**config.mk**
```make
export PLATFORM = sky130hd
export DESIGN_NAME = mips_load_store_unit
export DESIGN_NICKNAME = d
export VERILOG_FILES = /design/src/rtl/mips_lsu_pkg.sv /design/src/rtl/mips_lsu_align.sv /design/src/rtl/mips_load_store_unit.sv
export SDC_FILE = /design/constraint.sdc
export NUM_CORES = 1
export LEC_CHECK = 0
export CAP_MARGIN = 20
export CORE_UTILIZATION = 53
export CTS_CLUSTER_DIAMETER = 120
export DETAILED_ROUTE_END_ITERATION = 6
export PLACE_DENSITY = 0.84
export SYNTH_ARGS = -nofsm -noshare
export SYNTH_HDL_FRONTEND = slang
export SYNTH_HIERARCHICAL = 1
export SYNTH_SLANG_ARGS = --single-unit
```
**constraint.sdc**
```tcl
create_clock -name clk -period 5.2 [get_ports clk]
set_input_delay 1.04 -clock clk [delete_from_list [all_inputs] [get_ports clk]]
set_output_delay 1.04 -clock clk [all_outputs]
set_load 0.03 [all_outputs]
```
**src/rtl/mips_lsu_pkg.sv**
```systemverilog
// mips_lsu_pkg: shared size encodings, FSM states and alignment check for the load/store unit
package mips_lsu_pkg;
  localparam logic [1:0] SIZE_BYTE = 2'b00;
  localparam logic [1:0] SIZE_HALF = 2'b01;
  localparam logic [1:0] SIZE_WORD = 2'b10;
  localparam logic [1:0] SIZE_RSVD = 2'b11;
  typedef enum logic [2:0] {IDLE, RD, WR, RMW_RD, RMW_WR, RESP} lsu_state_t;
  // Reserved size counts as misaligned so both error kinds share one path
  function automatic logic misaligned(input logic [1:0] size, input logic [1:0] off);
    return size == SIZE_RSVD || (size == SIZE_HALF && off[0]) || (size == SIZE_WORD && off != 2'b00);
  endfunction
endpackage

```
**src/rtl/mips_lsu_align.sv**
```systemverilog
// mips_lsu_align: lane extract/extend for loads and lane merge for stores
module mips_lsu_align
  import mips_lsu_pkg::*;
#(
  parameter bit BIG_ENDIAN = 1'b1
) (
  input  logic [1:0]  size,
  input  logic [1:0]  offset,
  input  logic        is_unsigned,
  input  logic [31:0] word,
  input  logic [31:0] wdata,
  output logic [31:0] load_data,
  output logic [31:0] merged
);
  logic [1:0]  lane;
  logic [4:0]  sh;
  logic [31:0] lane_w;
  logic [31:0] mask;
  // Lane index counts bytes from bit 0; big-endian flips the byte order within the word
  assign lane = BIG_ENDIAN ? (size == SIZE_BYTE ? ~offset : {~offset[1], 1'b0}) : offset;
  assign sh = {size == SIZE_WORD ? 2'b00 : lane, 3'b000};
  assign lane_w = word >> sh;
  assign load_data = size == SIZE_BYTE ? {{24{~is_unsigned & lane_w[7]}}, lane_w[7:0]}
                   : size == SIZE_HALF ? {{16{~is_unsigned & lane_w[15]}}, lane_w[15:0]}
                   : word;
  assign mask = (size == SIZE_BYTE ? 32'h0000_00FF : size == SIZE_HALF ? 32'h0000_FFFF : 32'hFFFF_FFFF) << sh;
  assign merged = (word & ~mask) | ((wdata << sh) & mask);
endmodule

```
**src/rtl/mips_load_store_unit.sv**
```systemverilog
// mips_load_store_unit: turns sub-word loads/stores into word reads and read-modify-write cycles
module mips_load_store_unit
  import mips_lsu_pkg::*;
#(
  parameter int ADDR_WIDTH = 32,
  parameter bit BIG_ENDIAN = 1'b1
) (
  input  logic                  clk,
  input  logic                  rst_n,
  input  logic                  req_valid,
  output logic                  req_ready,
  input  logic                  req_write,
  input  logic [1:0]            req_size,
  input  logic                  req_unsigned,
  input  logic [ADDR_WIDTH-1:0] req_addr,
  input  logic [31:0]           req_wdata,
  output logic                  resp_valid,
  output logic [31:0]           resp_rdata,
  output logic                  resp_error,
  output logic [ADDR_WIDTH-1:0] mem_address,
  output logic [31:0]           write_data,
  output logic                  signal_mem_read,
  output logic                  signal_mem_write,
  input  logic [31:0]           read_data
);
  lsu_state_t state, state_nxt;
  logic [ADDR_WIDTH-1:0] addr_q;
  logic [1:0]  size_q;
  logic        uns_q;
  logic        err_q;
  logic [31:0] wdata_q;
  logic [31:0] merged_q;
  logic [31:0] rdata_q;
  logic [31:0] load_data;
  logic [31:0] merged;
  logic        accept;
  logic        bad;
  assign accept = req_valid && req_ready;
  assign bad = misaligned(req_size, req_addr[1:0]);
  mips_lsu_align #(.BIG_ENDIAN(BIG_ENDIAN)) u_align (
    .size       (size_q),
    .offset     (addr_q[1:0]),
    .is_unsigned(uns_q),
    .word       (read_data),
    .wdata      (wdata_q),
    .load_data  (load_data),
    .merged     (merged)
  );
  // State register; reset aborts any transaction and drops the strobes at once
  always_ff @(posedge clk or negedge rst_n) begin
    if (!rst_n) state <= IDLE;
    else state <= state_nxt;
  end
  // Next state: errors skip memory, loads read once, sub-word stores read then write
  always_comb begin
    state_nxt = state;
    unique case (state)
      IDLE:   state_nxt = !accept ? IDLE : bad ? RESP : !req_write ? RD : req_size == SIZE_WORD ? WR : RMW_RD;
      RMW_RD: state_nxt = RMW_WR;
      RD, WR, RMW_WR: state_nxt = RESP;
      RESP:   state_nxt = IDLE;
      default: state_nxt = IDLE;
    endcase
  end
  // Request capture, load result and merged store word
  always_ff @(posedge clk or negedge rst_n) begin
    if (!rst_n) begin
      addr_q   <= '0;
      size_q   <= SIZE_BYTE;
      uns_q    <= 1'b0;
      err_q    <= 1'b0;
      wdata_q  <= '0;
      merged_q <= '0;
      rdata_q  <= '0;
    end else if (accept) begin
      addr_q  <= req_addr;
      size_q  <= req_size;
      uns_q   <= req_unsigned;
      err_q   <= bad;
      wdata_q <= req_wdata;
      rdata_q <= '0;
    end else if (state == RD) begin
      rdata_q <= load_data;
    end else if (state == RMW_RD) begin
      merged_q <= merged;
    end
  end
  assign req_ready        = state == IDLE;
  assign resp_valid       = state == RESP;
  assign resp_error       = state == RESP && err_q;
  assign resp_rdata       = rdata_q;
  assign mem_address      = {addr_q[ADDR_WIDTH-1:2], 2'b00};
  assign signal_mem_read  = state == RD || state == RMW_RD;
  assign signal_mem_write = state == WR || state == RMW_WR;
  assign write_data       = state == WR ? wdata_q : state == RMW_WR ? merged_q : 32'h0;
endmodule

```
**After elaboration in Yosys (flattened, before gate mapping)**

Cells that the tools add are included.

- Add/sub/neg operators: 0
- Multiply operators: 0
- Div/mod/pow operators: 0
- Magnitude comparators: 0
- Equality and inequality tests: 10
- Shift operators: 3
- Mux-type cells: 15
- Bitwise operators: 11
- Reductions and logical operators: 14

Operators by type and width:

| cell | number |
|---|---|
| 32-bit two-way mux | 8 |
| 32-bit AND | 2 |
| 32-bit by 5-bit << shifter with 32-bit output | 2 |
| 32-bit inverter | 1 |
| 32-bit OR | 1 |
| 32-bit by 5-bit right shift with 16-bit output | 1 |
| 3-bit one-hot mux with 3 select lines | 1 |
| 2-bit equality test, second input constant | 3 |
| 3-bit by 2-bit equality test with 1-bit output, second input constant | 2 |
| 3-bit equality test, second input constant | 2 |
| 2-bit two-way mux | 3 |
| 3-bit two-way mux | 2 |
| 2-bit by 1-bit equality test with 1-bit output, second input constant | 2 |
| 1-bit logical AND | 4 |
| 1-bit logical OR | 4 |
| 1-bit inverter | 4 |
| 2-bit nonzero test | 2 |
| 3-bit by 1-bit equality test with 1-bit output, second input constant | 1 |
| 3-bit zero test | 1 |
| 3-bit AND reduction | 1 |
| 3-bit OR reduction | 1 |
| 1-bit AND | 2 |
| 2-bit zero test | 1 |
| 2-bit inverter | 1 |
| 1-bit two-way mux | 1 |

- Flip-flop bits (word level): 135
- Bits in latches: 0
- Bits in writable memories: 0
- Memory bits (read-only): 0
- Input bits: 103
- Word-level logic and storage cells: 61
- Memories kept: 0

**Longest topological paths before layout**

- Depth after elaboration: 9
- Depth in mapped cells: 8
- Mapped depth without buffers: 5

**By module**

The synthesis kept the hierarchy.

By module, submodules not included:

| module | instances | cells an instance | area an instance (um2) | sequential area each (um2) |
|---|---|---|---|---|
| mips_load_store_unit | 1 | 447 | 6054.6 | 3378.2 |
| mips_lsu_align | 1 | 239 | 1637.8 | 0.0 |

**Least setup slack after synthesis**

Ideal clock, no wire load.

- Path kind: register to output
- Start: register state[1]
- End: output port write_data[10]
- Arrival time: 1.422 ns
- Required time: 4.160 ns
- Setup slack: 2.738 ns
- Cell stages (with the launch flop): 5
- Buffers on the path: 2
- Cell sequence: dfrtp_1 -> buf_2 -> nor3b_2 -> clkbuf_1 -> a22o_1

- Word-level cells in the longest chain between the ends: 3
- Elaborated cells between the ends (all ways): 4

Ends and longest elaborated chain:

| element | RTL line | text |
|---|---|---|
| start, declared | mips_load_store_unit.sv:26 | `lsu_state_t state, state_nxt;` |
| start signal, assigned | mips_load_store_unit.sv:52 | `else state <= state_nxt;` |
| 3-bit equality test | mips_load_store_unit.sv:95 | `assign write_data = state == WR ? wdata_q : state == RMW_WR ? merged_q : 32'h0;` |
| 32-bit two-way mux | mips_load_store_unit.sv:95 |  |
| 32-bit two-way mux * | mips_load_store_unit.sv:95 |  |
| end, declared | mips_load_store_unit.sv:21 | `output logic [31:0] write_data,` |

Every way passes the cells marked *; elsewhere a longest branch is shown, timed or not.

**Worst setup path after layout**

- Start: register state[1]
- End: output port write_data[14]

The elaborated chain is that of the path after synthesis.

==> results.sh <==
export IMPL_antennaDiodeCount=0
export IMPL_cts_path_max_buffers=2
export IMPL_ir_worst_vdd_mv=0.375
export IMPL_fin_ws_ns=1.60
export IMPL_min_delay_path_class="reg -> reg"
export IMPL_hpwl_mm=15.0
export IMPL_required_ns=4.16
export IMPL_grt_pass1_wl_mm=33.2
export IMPL_ant_nets=0
export IMPL_cap_violations=0
export IMPL_layout_cells_non_filler=1020
export IMPL_reg2reg_depth=5
export IMPL_grt_pass1_vias=6115
export IMPL_slew_headroom=0.288
export IMPL_crit_chain="nor3b_4 -> buf_4 -> a22o_1 -> clkdlybuf4s50_1"
export IMPL_min_path_cells=1
export IMPL_portBuffers=201
export IMPL_hold_violations=0
export IMPL_finClkSkew_ns=0.00960
export IMPL_final_cell_mix="200 x clkdlybuf4s50_1, 134 x dfrtp_1, 91 x nand2_1, 62 x mux2_2, 60 x mux2_4"
export IMPL_cp_max_fo=33
export IMPL_nets=930
export IMPL_finish_utilization=0.717
export IMPL_p_leak_nw=4.18
export IMPL_finish_instance_area_um2=10100
export IMPL_dr_pass1_iters=5
export IMPL_p_clk_frac=0.187
export IMPL_crit_family="buffers and inverters"
export IMPL_internal_power_mw=4.15
export IMPL_netlist_area_um2=7690
export IMPL_pwr_share_comb=0.518
export IMPL_rsz0062_at_grt="false"
export IMPL_fin_setup_tns_ns=0
export IMPL_viasPerCell=5.99
export IMPL_h_tree_depth=4
export IMPL_cts_tree="built"
export IMPL_synth_ff_type="dfrtp_1"
export IMPL_post_route_period_util=0.693
export IMPL_critical_path_class="reg -> out"
export IMPL_worstSetupEndpointType="output pin"
export IMPL_synthArstFlopShare=1.00
export IMPL_yosysTopAreaCellShare=0.439
export IMPL_die_x_um=122
export IMPL_grt_max_degree=86
export IMPL_worst_pin_slew_ns=1.07
export IMPL_synth_area_leaders="dfrtp_1 44%, mux2_4 12%, mux2_2 9.1%, nand2_1 4.4%, a22o_1 3.6%"
export IMPL_drive_above_1_share=0.225
export IMPL_status="finished clean"
export IMPL_p_total_mw=6.99
export IMPL_powerDensity_nw_per_um2=695
export IMPL_postCtsSetupBuffers=0
export IMPL_vias=6110
export IMPL_die_area_um2=15000
export IMPL_syn_avg_cell_area_um2=11.2
export IMPL_worst_r2r_startpoint="size_q[0]"
export IMPL_synth_edff_count=0
export IMPL_dp_cells=987
export IMPL_slew_violations=0
export IMPL_slowest_delay_ns=0.68
export IMPL_setup_viol=0
export IMPL_synth_cell_type_count=58
export IMPL_min_delay_start="addr_q[13]"
export IMPL_clkLatencyLatePin_ns=0.42
export IMPL_worst_setup_path_start_kind="register"
export IMPL_reg2reg_to="resp_rdata[16]"
export IMPL_yosys_area_top_type="dfrtp_1"
export IMPL_first_iter_violations=496
export IMPL_ys_ff_latch=135
export IMPL_drc_errors=0
export IMPL_rows=43
export IMPL_power_frac_seq=0.295
export IMPL_core_area_um2=14000
export IMPL_grt_use_total=0.293
export IMPL_crit_buf_inv=2
export IMPL_worstHoldEndpoint="addr_q[13]"
export IMPL_dp_worst_setup_slack_ns=1.88
export IMPL_cp_arrival_ns=2.56
export IMPL_root_buffer="clkbuf_16"
export IMPL_routed_wl_mm=21.5
export IMPL_p_sw_mw=2.85
export IMPL_clock_sinks=135
export IMPL_swShare=0.407
export IMPL_syn_inst=686
export IMPL_cp_slowest_cell="clkdlybuf4s50_1"
export IMPL_fill_cells=951
export IMPL_initial_core_util=0.548
export IMPL_postCtsHoldBufs=0
export IMPL_ctsResizeCount=0
export IMPL_cts_buffers=17
export IMPL_placed_cell_area_um2=9400
export IMPL_antenna_found_initial=0
export IMPL_yosysWarnings=6
export IMPL_min_period_ns=3.60
export IMPL_final_common_cell="clkdlybuf4s50_1"
export IMPL_ioPinCount=204
export IMPL_areaGrowthSynthToFinish_pct=30.9
export IMPL_grt_overflow=0
export IMPL_rrSetupSlack_ns=2.31
export IMPL_avgRoutedWirePerCell_um=21.1
export IMPL_timing_fmax_ghz=0.278
export IMPL_dieHeight_um=122
export IMPL_ys_seq_area_frac=0.439
export IMPL_hold_ws_ns=0.507
export IMPL_gp_congestion=0.896
export IMPL_path_clk_slew_ns=0.06
-- cell families after synthesis --
kind of cell,Yosys count,synth area share
flip-flops,135,0.439
buffers and inverters,97,0.0851
AO/OA/AOI/OAI,178,0.168
other,1,0.000487
AND/OR/NAND/NOR,147,0.0913
multiplexers,128,0.216
-- worst max path at each step --
| stage | cells past startpoint | from | end |
|---|---|---|---|
| 2_1_floorplan | 4 | state[1] | write_data[10] |
| 3_3_place_gp | 6 | read_data[31] | resp_rdata[11] |
| 3_5_place_dp | 6 | read_data[31] | resp_rdata[11] |
| 4_1_cts | 4 | state[2] | write_data[14] |
| 5_1_grt | 4 | state[1] | write_data[20] |
| 6_report | 4 | state[1] | write_data[14] |
-- flip-flops by register name, indices dropped and copies added (netlist names) --
register,count
state,3
size_q,2
resp_rdata,32
uns_q,1
merged_q,32
err_q,1
addr_q,32
wdata_q,32
-- area by class of cell --
| cell class | count | area (um2) | share of cell area |
|---|---|---|---|
| Multi-Input combinational cell | 455 | 3680 | 0.366 |
| Sequential cell | 135 | 3380 | 0.336 |
| Timing Repair Buffer | 213 | 2120 | 0.211 |
| Clock buffer | 20 | 437 | 0.0434 |
| Tap cell | 180 | 225 | 0.0224 |
| Clock inverter | 12 | 201 | 0.0200 |
| Inverter | 5 | 18.8 | 0.00186 |
-- power by group through the flow --
stage               clock [mW]  combinational [mW]  sequential (mW)
floorplan                    0                2.70             1.99
global placement             0                3.50             2.04
finish                    1.31                3.62             2.06
detailed placement           0                3.57             2.07
global route              1.37                3.86             2.12
CTS                       1.32                3.60             2.05
-- layer usage --
metal	vias to the layer above	track usage	wire length [um]
li1	2751	-	-
met1	3000	0.391	9020
met2	325	0.473	10300
met3	34	0.0632	1750
met4	0	0.0983	384
met5	-	0	0
-- cell usage after synthesis, drive strengths merged (8+ instances only) --
cell type	number
a211oi	8
o21a	8
a22o	32
dfrtp	135
nand3	15
a31oi	16
o21ai	19
a21oi	38
buf	68
mux2	123
clkbuf	24
o211ai	17
nand2	91
nor3	11
Power figures use the tool's default switching activity.
